## src/rtl/mopa_unit.sv

```systemverilog
// mopa_unit: DIM x DIM outer-product tile engine.
//   A request carries an op, a signedness flag, A/B vectors and a C tile.
//   The unit computes C op A*B one row per cycle and then presents the tile
//   until the consumer takes it.
//   Ops: 00 MOPA (C+=A*B), 01 MOPS (C-=A*B), 10 MOP (C=A*B), 11 CLR (C=0).
// Ports:
//   clk, rstn                  clock, async active-low reset
//   in_valid/in_ready          request handshake (ready only while idle)
//   in_op, in_signed           operation and element signedness
//   in_a, in_b                 DIM elements of EW bits, element k at [k*EW +: EW]
//   in_c                       tile, element (i,j) at [(i*DIM+j)*ACC_W +: ACC_W]
//   out_valid/out_ready        result handshake
//   out_c                      result tile, same layout as in_c
//   busy                       high whenever the unit is not idle

// Per-column element update: one (i,j) cell of the row being processed.
module mopa_lane #(
  parameter int EW    = 8,
  parameter int ACC_W = 8
) (
  input  logic [1:0]       op,
  input  logic             sgn,
  input  logic [EW-1:0]    a,
  input  logic [EW-1:0]    b,
  input  logic [ACC_W-1:0] c,
  output logic [ACC_W-1:0] res
);
  localparam int PW = 2 * EW;

  logic [PW-1:0]    ax, bx, prod;
  logic [ACC_W-1:0] p;

  // Extending both operands to the full product width makes the low PW bits
  // of a plain multiply correct for both signed and unsigned operands.
  always_comb begin
    ax   = sgn ? {{EW{a[EW-1]}}, a} : {{EW{1'b0}}, a};
    bx   = sgn ? {{EW{b[EW-1]}}, b} : {{EW{1'b0}}, b};
    prod = ax * bx;
  end

  generate
    if (ACC_W > PW) begin : g_ext
      assign p = {{(ACC_W-PW){sgn & prod[PW-1]}}, prod};
    end else begin : g_trunc
      assign p = prod[ACC_W-1:0];
    end
  endgenerate

  // Everything wraps modulo 2^ACC_W.
  always_comb begin
    res = '0;
    case (op)
      2'b00:   res = c + p;
      2'b01:   res = c - p;
      2'b10:   res = p;
      default: res = '0;
    endcase
  end
endmodule

module mopa_unit #(
  parameter int DIM   = 4,
  parameter int EW    = 8,
  parameter int ACC_W = 8
) (
  input  logic                     clk,
  input  logic                     rstn,
  input  logic                     in_valid,
  output logic                     in_ready,
  input  logic [1:0]               in_op,
  input  logic                     in_signed,
  input  logic [DIM*EW-1:0]        in_a,
  input  logic [DIM*EW-1:0]        in_b,
  input  logic [DIM*DIM*ACC_W-1:0] in_c,
  output logic                     out_valid,
  input  logic                     out_ready,
  output logic [DIM*DIM*ACC_W-1:0] out_c,
  output logic                     busy
);
  localparam int         RW     = (DIM > 1) ? $clog2(DIM) : 1;
  localparam logic [1:0] OP_CLR = 2'b11;

  typedef enum logic [1:0] {IDLE, BUSY, DONE} state_t;

  typedef struct packed {
    logic [1:0]              op;
    logic                    sgn;
    logic [DIM-1:0][EW-1:0]  a;
    logic [DIM-1:0][EW-1:0]  b;
  } req_t;

  state_t                             state_q, state_d;
  req_t                               req_q;
  logic [RW-1:0]                      row_q;
  logic [DIM-1:0][DIM-1:0][ACC_W-1:0] tile_q;
  logic [DIM-1:0][ACC_W-1:0]          row_res;
  logic                               accept, last_row;

  assign in_ready  = (state_q == IDLE);
  assign out_valid = (state_q == DONE);
  assign busy      = (state_q != IDLE);
  assign out_c     = tile_q;
  assign accept    = in_valid & in_ready;
  assign last_row  = (row_q == RW'(DIM-1));

  always_ff @(posedge clk or negedge rstn) begin
    if (!rstn) state_q <= IDLE;
    else       state_q <= state_d;
  end

  always_comb begin
    state_d = state_q;
    case (state_q)
      IDLE: if (accept) state_d = (in_op == OP_CLR) ? DONE : BUSY;
      BUSY: if (last_row) state_d = DONE;
      DONE: if (out_ready) state_d = IDLE;
      default: state_d = IDLE;
    endcase
  end

  // The tile register doubles as the accumulator: it is loaded with in_c on
  // accept and rewritten one row per BUSY cycle, so out_c is simply its value.
  always_ff @(posedge clk or negedge rstn) begin
    if (!rstn) begin
      req_q  <= '0;
      row_q  <= '0;
      tile_q <= '0;
    end else if (accept) begin
      req_q  <= '{op: in_op, sgn: in_signed, a: in_a, b: in_b};
      row_q  <= '0;
      tile_q <= (in_op == OP_CLR) ? '0 : in_c;
    end else if (state_q == BUSY) begin
      tile_q[row_q] <= row_res;
      row_q         <= last_row ? '0 : row_q + RW'(1);
    end
  end

  generate
    for (genvar j = 0; j < DIM; j++) begin : g_lane
      mopa_lane #(.EW(EW), .ACC_W(ACC_W)) u_lane (
        .op  (req_q.op),
        .sgn (req_q.sgn),
        .a   (req_q.a[row_q]),
        .b   (req_q.b[j]),
        .c   (tile_q[row_q][j]),
        .res (row_res[j])
      );
    end
  endgenerate
endmodule

```

## config.mk

```make
export PLATFORM = sky130hd
export DESIGN_NAME = mopa_unit
export DESIGN_NICKNAME = d
export VERILOG_FILES = /design/src/rtl/mopa_unit.sv
export SDC_FILE = /design/constraint.sdc
export NUM_CORES = 1
export LEC_CHECK = 0
export BUFFER_PORTS_ARGS = -buffer_cell sky130_fd_sc_hd__buf_2
export CELL_PAD_IN_SITES_DETAIL_PLACEMENT = 1
export CELL_PAD_IN_SITES_GLOBAL_PLACEMENT = 2
export CORE_ASPECT_RATIO = 0.7
export CORE_UTILIZATION = 36
export CTS_CLUSTER_DIAMETER = 80
export DETAILED_ROUTE_END_ITERATION = 12
export PLACE_DENSITY = 0.92
export SETUP_SLACK_MARGIN = 0.5
export SYNTH_ARGS = -nofsm -noshare
export SYNTH_HDL_FRONTEND = slang
export SYNTH_SLANG_ARGS = --single-unit
```

## constraint.sdc

```tcl
create_clock -name clk -period 10.95 [get_ports clk]
set_clock_uncertainty 0.2 [all_clocks]
set_input_delay 2.19 -clock clk [delete_from_list [all_inputs] [get_ports clk]]
set_output_delay 2.19 -clock clk [all_outputs]
set_load 0.03 [all_outputs]
```

-- Yosys cells after proc, flatten, opt, wreduce, memory -nomap -nowiden
Cells that the tools add are included.
- bits in registers: 199
- logic and storage cells: 86
- $add $sub $neg: 9
- multipliers: 4
- $lt $le $gt $ge: 2
- equal/unequal tests: 9
- muxes and demuxes: 27
- bitwise operators: 1
- reductions and logical operators: 6
- operators with widths (operator ; count):
    128-bit two-way mux ; 3
    128-bit bitwise mux ; 1
    8-bit one-hot mux with 3 select lines ; 4
    16-bit two-way mux ; 5
    32-bit binary-select mux with 2-bit select ; 1
    32-bit demux with 2-bit select ; 1
    16-bit by 16-bit multiplier with 8-bit output ; 4
    32-bit two-way mux ; 2
    8-bit adder ; 4
    8-bit subtractor ; 4
    8-bit binary-select mux with 2-bit select ; 1
    2-bit two-way mux ; 7
    2-bit == test (second input constant) ; 4
    8-bit two-way mux ; 1
    2-bit one-hot mux with 3 select lines ; 1
    2-bit by 1-bit == test with 1-bit output (second input constant) ; 2
    2-bit zero test ; 2
    2-bit by 1-bit != test with 1-bit output (second input constant) ; 2
    2-bit nonzero test ; 2
    2-bit by 3-bit < comparator with 1-bit output (second input constant) ; 1
    3-bit AND reduction ; 1
    2-bit by 1-bit adder with 2-bit output (second input constant) ; 1
    2-bit by 1-bit greater-or-equal comparator with 1-bit output (second input constant) ; 1
    2-bit != test (second input constant) ; 1
    2 further kinds ; 2

-- Depth between registers and ports, before layout
- depth in word-level cells: 9
- gate-level depth with buffers: 25
- gate-level depth less buffers: 22

-- Modules after synthesis
Synthesis repeated with hierarchy kept, for this count alone.
- cells, all modules: 1703
- area total of the unflattened synthesis: 17840.9 µm²
- modules (own cells, without submodules) (module ; instances ; cells each ; area an instance (µm²)):
    mopa_unit ; 1 ; 942 ; 11920.2
    mopa_lane (g_lane[0].u_lane ...) ; 3 ; 191 ; 1485.2
    mopa_lane (g_lane[3].u_lane) ; 1 ; 188 ; 1465.2

-- Worst setup path before layout
No wires, ideal clock.
- path kind: flip-flop to flip-flop
- start: reg row_q[0]
- end: reg tile_q (netlist bit out_c[103])
- arrival: 5420 ps
- required time: 10605 ps
- setup slack: 5185 ps
- cell stages (with the launch flop): 23
- buffers on the path: 4
- period minus slack after synthesis: 5765 ps
- cell sequence: dfrtp_1 -> buf_6 -> buf_12 -> mux4_2 -> buf_6 -> clkbuf_1 -> and2_1 -> ha_1 -> fa_1 -> ha_1 -> inv_1 -> fa_1 -> fa_1 -> xnor2_1 -> nor2_1 -> a21oi_1 -> xor2_1 -> ha_1 -> a21oi_1 -> o21ai_0 -> xnor2_1 -> nand2b_4 -> o221ai_1
- word-level cells in the longest chain between the ends: 9
- elaborated cells on any way between the ends: 17
- ends and longest elaborated chain (item ; line ; RTL):
    start, declared ; 94 ; logic [RW-1:0] row_q;
    start signal, assigned ; 134 ; row_q <= last_row ? '0 : row_q + RW'(1);
    8-bit binary-select mux with 2-bit select ; 143 ; .a (req_q.a[row_q]),
    8-bit two-way mux (not written as such) ; 143 ;
    16-bit two-way mux ; 36 ; ax = sgn ? {{EW{a[EW-1]}}, a} : {{EW{1'b0}}, a};
    16-bit by 16-bit multiplier with 8-bit output ; 38 ; prod = ax * bx;
    8-bit subtractor / 8-bit adder (equally long branches) ; 54, 53 ;
    8-bit one-hot mux with 3 select lines ; 52 ; case (op)
    128-bit bitwise mux (*) ; 133 ; tile_q[row_q] <= row_res;
    128-bit two-way mux (*) ; 132 ; end else if (state_q == BUSY) begin
    128-bit two-way mux (*) ; 128 ; end else if (accept) begin
    end signal, assigned ; 131 ; tile_q <= (in_op == OP_CLR) ? '0 : in_c;
    end signal, assigned by index ; 133 ;
    end, declared ; 95 ; logic [DIM-1:0][DIM-1:0][ACC_W-1:0] tile_q;
Mark *: on every way between the ends. The rest lies on a longest branch, timed or not. The select of a mux whose other input is x is not followed.
A chain may end at the register's enable or synchronous reset.

-- Worst setup path in the final report
- start: reg row_q[0]
- end: reg tile_q (netlist bit out_c[47])
Same word-level chain as after synthesis.

==> metrics.md <==
| Metric | Value |
|---|---|
| Slew headroom | `30.4%` |
| Syn Area/Cell | `8.86 µm²` |
| Vias in the first global route | `14900` |
| IO Pins | `330` |
| CP max FO | `32` |
| Synth-to-layout area growth | `17.6%` |
| Critical path arrival | `6.97 ns` |
| Critical path type | `flip-flop to flip-flop` |
| R2R cell count | `19` |
| RSZ-0062 raised after global routing | `false` |
| Top-area cell type share of the netlist area | `32.8%` |
| CTS tree | `yes` |
| Crit start category | `flip-flop` |
| CP endpoint kind | `flip-flop` |
| Largest net degree at the start of global routing | `93` |
| Initial antenna violation count | `4` |
| Post-Syn Instances | `1707` |
| Pins Over Slew Limit | `0` |
| Max incr delay on CP | `0.92 ns` |
| DIE AREA | `42800 µm²` |
| Place WS | `4.19 ns` |
| RR Startpoint | `row_q[0]` |
| Via count | `13900` |
| Fillers | `4934` |
| Row count | `62` |
| Vias per cell | `5.48` |
| RD Place Congestion | `0.865` |
| Setup-failing EPs final | `0` |
| Crit path cell chain | `mux4_2, and2_1, ha_1, fa_1, ha_1, inv_1, fa_1, inv_1, ha_1, a21o_1, a21oi_1, xor2_1, xor2_1, ha_1, nand2_1, o21ai_0, xnor2_1, a31oi_1, o221ai_1` |
| CP bufs+invs | `2` |
| Avg WL per Cell | `22.6 µm` |
| Setup TNS | `0 ns` |
| Synth unique cells | `50` |
| EDFF count, synth | `0` |
| Post-layout min period | `6.84 ns` |
| Post-synth top cells | `nand2_1, dfrtp_1, nor2_1, inv_1, a21oi_1` |
| Clk_lat worst skew | `0.48 ns` |
| Router iterations before antenna repair | `9` |
| Synth async-reset ratio | `100%` |
| Worst reg2reg endpoint | `out_c[47]` |
| Post-CTS Hold Buffers | `0` |
| Failing checks | `design-rule violations` |
| First-pass GRT wire length | `88400 µm` |
| Longest Clk Path Bufs | `2` |
| CP required | `11.07 ns` |
| Final WL | `57100 µm` |
| Status | `finished with violations` |
| Critical path depth | `19` |
| Top cell by count, worst path | `ha_1` |
| Max-cap violations | `0` |
| Top FF cell, synth | `dfrtp_1` |
| CTS resizes | `0` |
| DRC | `24` |
| Fmax | `146 MHz` |
| Yosys warning count | `0` |
| Synth top area cells | `dfrtp_1, nand2_1, ha_1` |
| Sequential share of the synthesized area | `32.8%` |
| Syn Nets | `2058` |
| DIE HEIGHT | `173 µm` |
| H-tree Lvls | `4` |
| Setup crit start | `row_q[0]` |
| 1st-iter DRT viols | `1059` |
| Synthesized cell area | `15100 µm²` |
| Core area | `41200 µm²` |
| Area of the multi-input gates | `9300 µm²` |
| Effective utilization at floorplan | `36.7%` |
| Top Family by Delay on Critical Path | `adder cells` |
| Reg2reg setup slack | `4.11 ns` |
| Tcrit/Tclk final | `62.5%` |
| PortBufs | `328` |
| HP Class | `flip-flop to flip-flop` |
| Worst-Margin Slew | `1.04 ns` |
| Final ANT Viol Nets | `0` |
| Clock sink total | `198` |
| CTS Root Cell | `clkbuf_16` |
| Final WS setup | `4.11 ns` |
| CTS buffer count | `17` |
| Postcts setup bufs | `0` |
| Remaining Overflow, GRT | `0` |
| Seq cells post-synth | `198` |
| Clk pin slew, worst setup/hold paths | `0.09 ns` |
| Worst path slowest cell | `mux4_2` |
| Most common cell in the netlist | `nand2_1` |
| FF/Latch Area | `4960 µm²` |
| Worst Setup EP | `out_c[47]` |
| Final net count | `2320` |
| Final HPWL DP | `42100 µm` |
| GRT Overall Usage | `27.1%` |
| Final Hold Fails | `0` |
| Layout cells sized above 1 | `22.1%` |
| Chip width | `247 µm` |
| Yosys top cell by area | `dfrtp_1` |
-- stage by stage --
stage | util (%) | cells | hold WS (ns) | area (µm²)
final | 43.2 | 2528 | 0.277 | 17800
after CTS | 43.2 | 2526 | 0.283 | 17800
after global routing | 43.2 | 2528 | 0.311 | 17800
after global placement | 41.7 | 2494 | 0.253 | 17200
after detailed placement | 41.7 | 2494 | 0.264 | 17200
after floorplan | - | 1707 | 0.240 | 15100
-- registers in the layout, summed over array words and instances (netlist names) --
name and flops:
req_q 66, out_c 128, state_q 2, row_q 2
-- cells by family (layout without fill, tap and decap cells) --
family / after synthesis / in the layout / share of synthesized area (%)
mux: 47 / 47 / 6.46
simple gates: 609 / 609 / 17.3
other cells: 0 / 2 / 0
fa+ha+maj: 152 / 152 / 15.2
buf+inv: 229 / 504 / 5.99
xor+xnor: 103 / 103 / 6.58
flops: 198 / 198 / 32.8
compound gates: 369 / 369 / 15.8
-- layout make-up --
type / count / share of cell area [%]
clock buffer: 18 / 2.47
sequential: 198 / 27.9
tap: 544 / 3.83
clock inverter: 14 / 0.879
inverter: 128 / 2.70
timing repair buffer: 344 / 9.95
multi-input combinational: 1280 / 52.3
antenna: 2 / 0.0281
-- cells in the final DEF, fill, tap and decap left out, types with 29 or more instances in the layout --
cell | Yosys | final
a221oi_1 | 39 | 39
mux4_2 | 35 | 35
a21oi_1 | 101 | 96
fa_1 | 52 | 52
a31oi_1 | 29 | 29
xnor2_1 | 68 | 68
and2_1 | 62 | 61
nand2_1 | 335 | 334
inv_1 | 125 | 125
o21ai_0 | 79 | 79
ha_1 | 100 | 100
dfrtp_1 | 198 | 196
nor2b_1 | 36 | 35
buf_2 | 5 | 327
nor2_1 | 156 | 156
-- metal layers --
layer / vias to the layer above / part of all wire (%) / global-route usage [%]
met3: 84 / 5.8 / 4.30
li1: 6263 / - / -
met2: 454 / 47 / 43.3
met1: 7051 / 45 / 37.8
met5: - / 0.023 / 0
met4: 2 / 2.3 / 7.95
-- how the worst min path moves through the flow --
stage | start | endpoint | cells past startpoint
6_report | req_q[34] | req_q[34] | 2
5_1_grt | req_q[39] | req_q[39] | 2
4_1_cts | req_q[40] | req_q[40] | 2
3_5_place_dp | req_q[49] | req_q[49] | 2
3_3_place_gp | req_q[36] | req_q[36] | 2
2_1_floorplan | req_q[48] | req_q[48] | 2
-- worst reg2reg max path, stage by stage, from the launching register on --
cell and delay (ns):
dfrtp_2 0.78, mux4_2 0.93, and2_1 0.33, ha_1 0.20, fa_1 0.45, ha_1 0.30, inv_1 0.05, fa_1 0.54
inv_1 0.06, ha_1 0.26, a21o_1 0.17, a21oi_1 0.16, xor2_1 0.44, xor2_1 0.14, ha_1 0.36, nand2_1 0.06
o21ai_0 0.54, xnor2_1 0.33, a31oi_1 0.25, o221ai_1 0.14
Power is not shown: default switching activity piles up to over one toggle a cycle in this logic, so the estimate is an artifact.
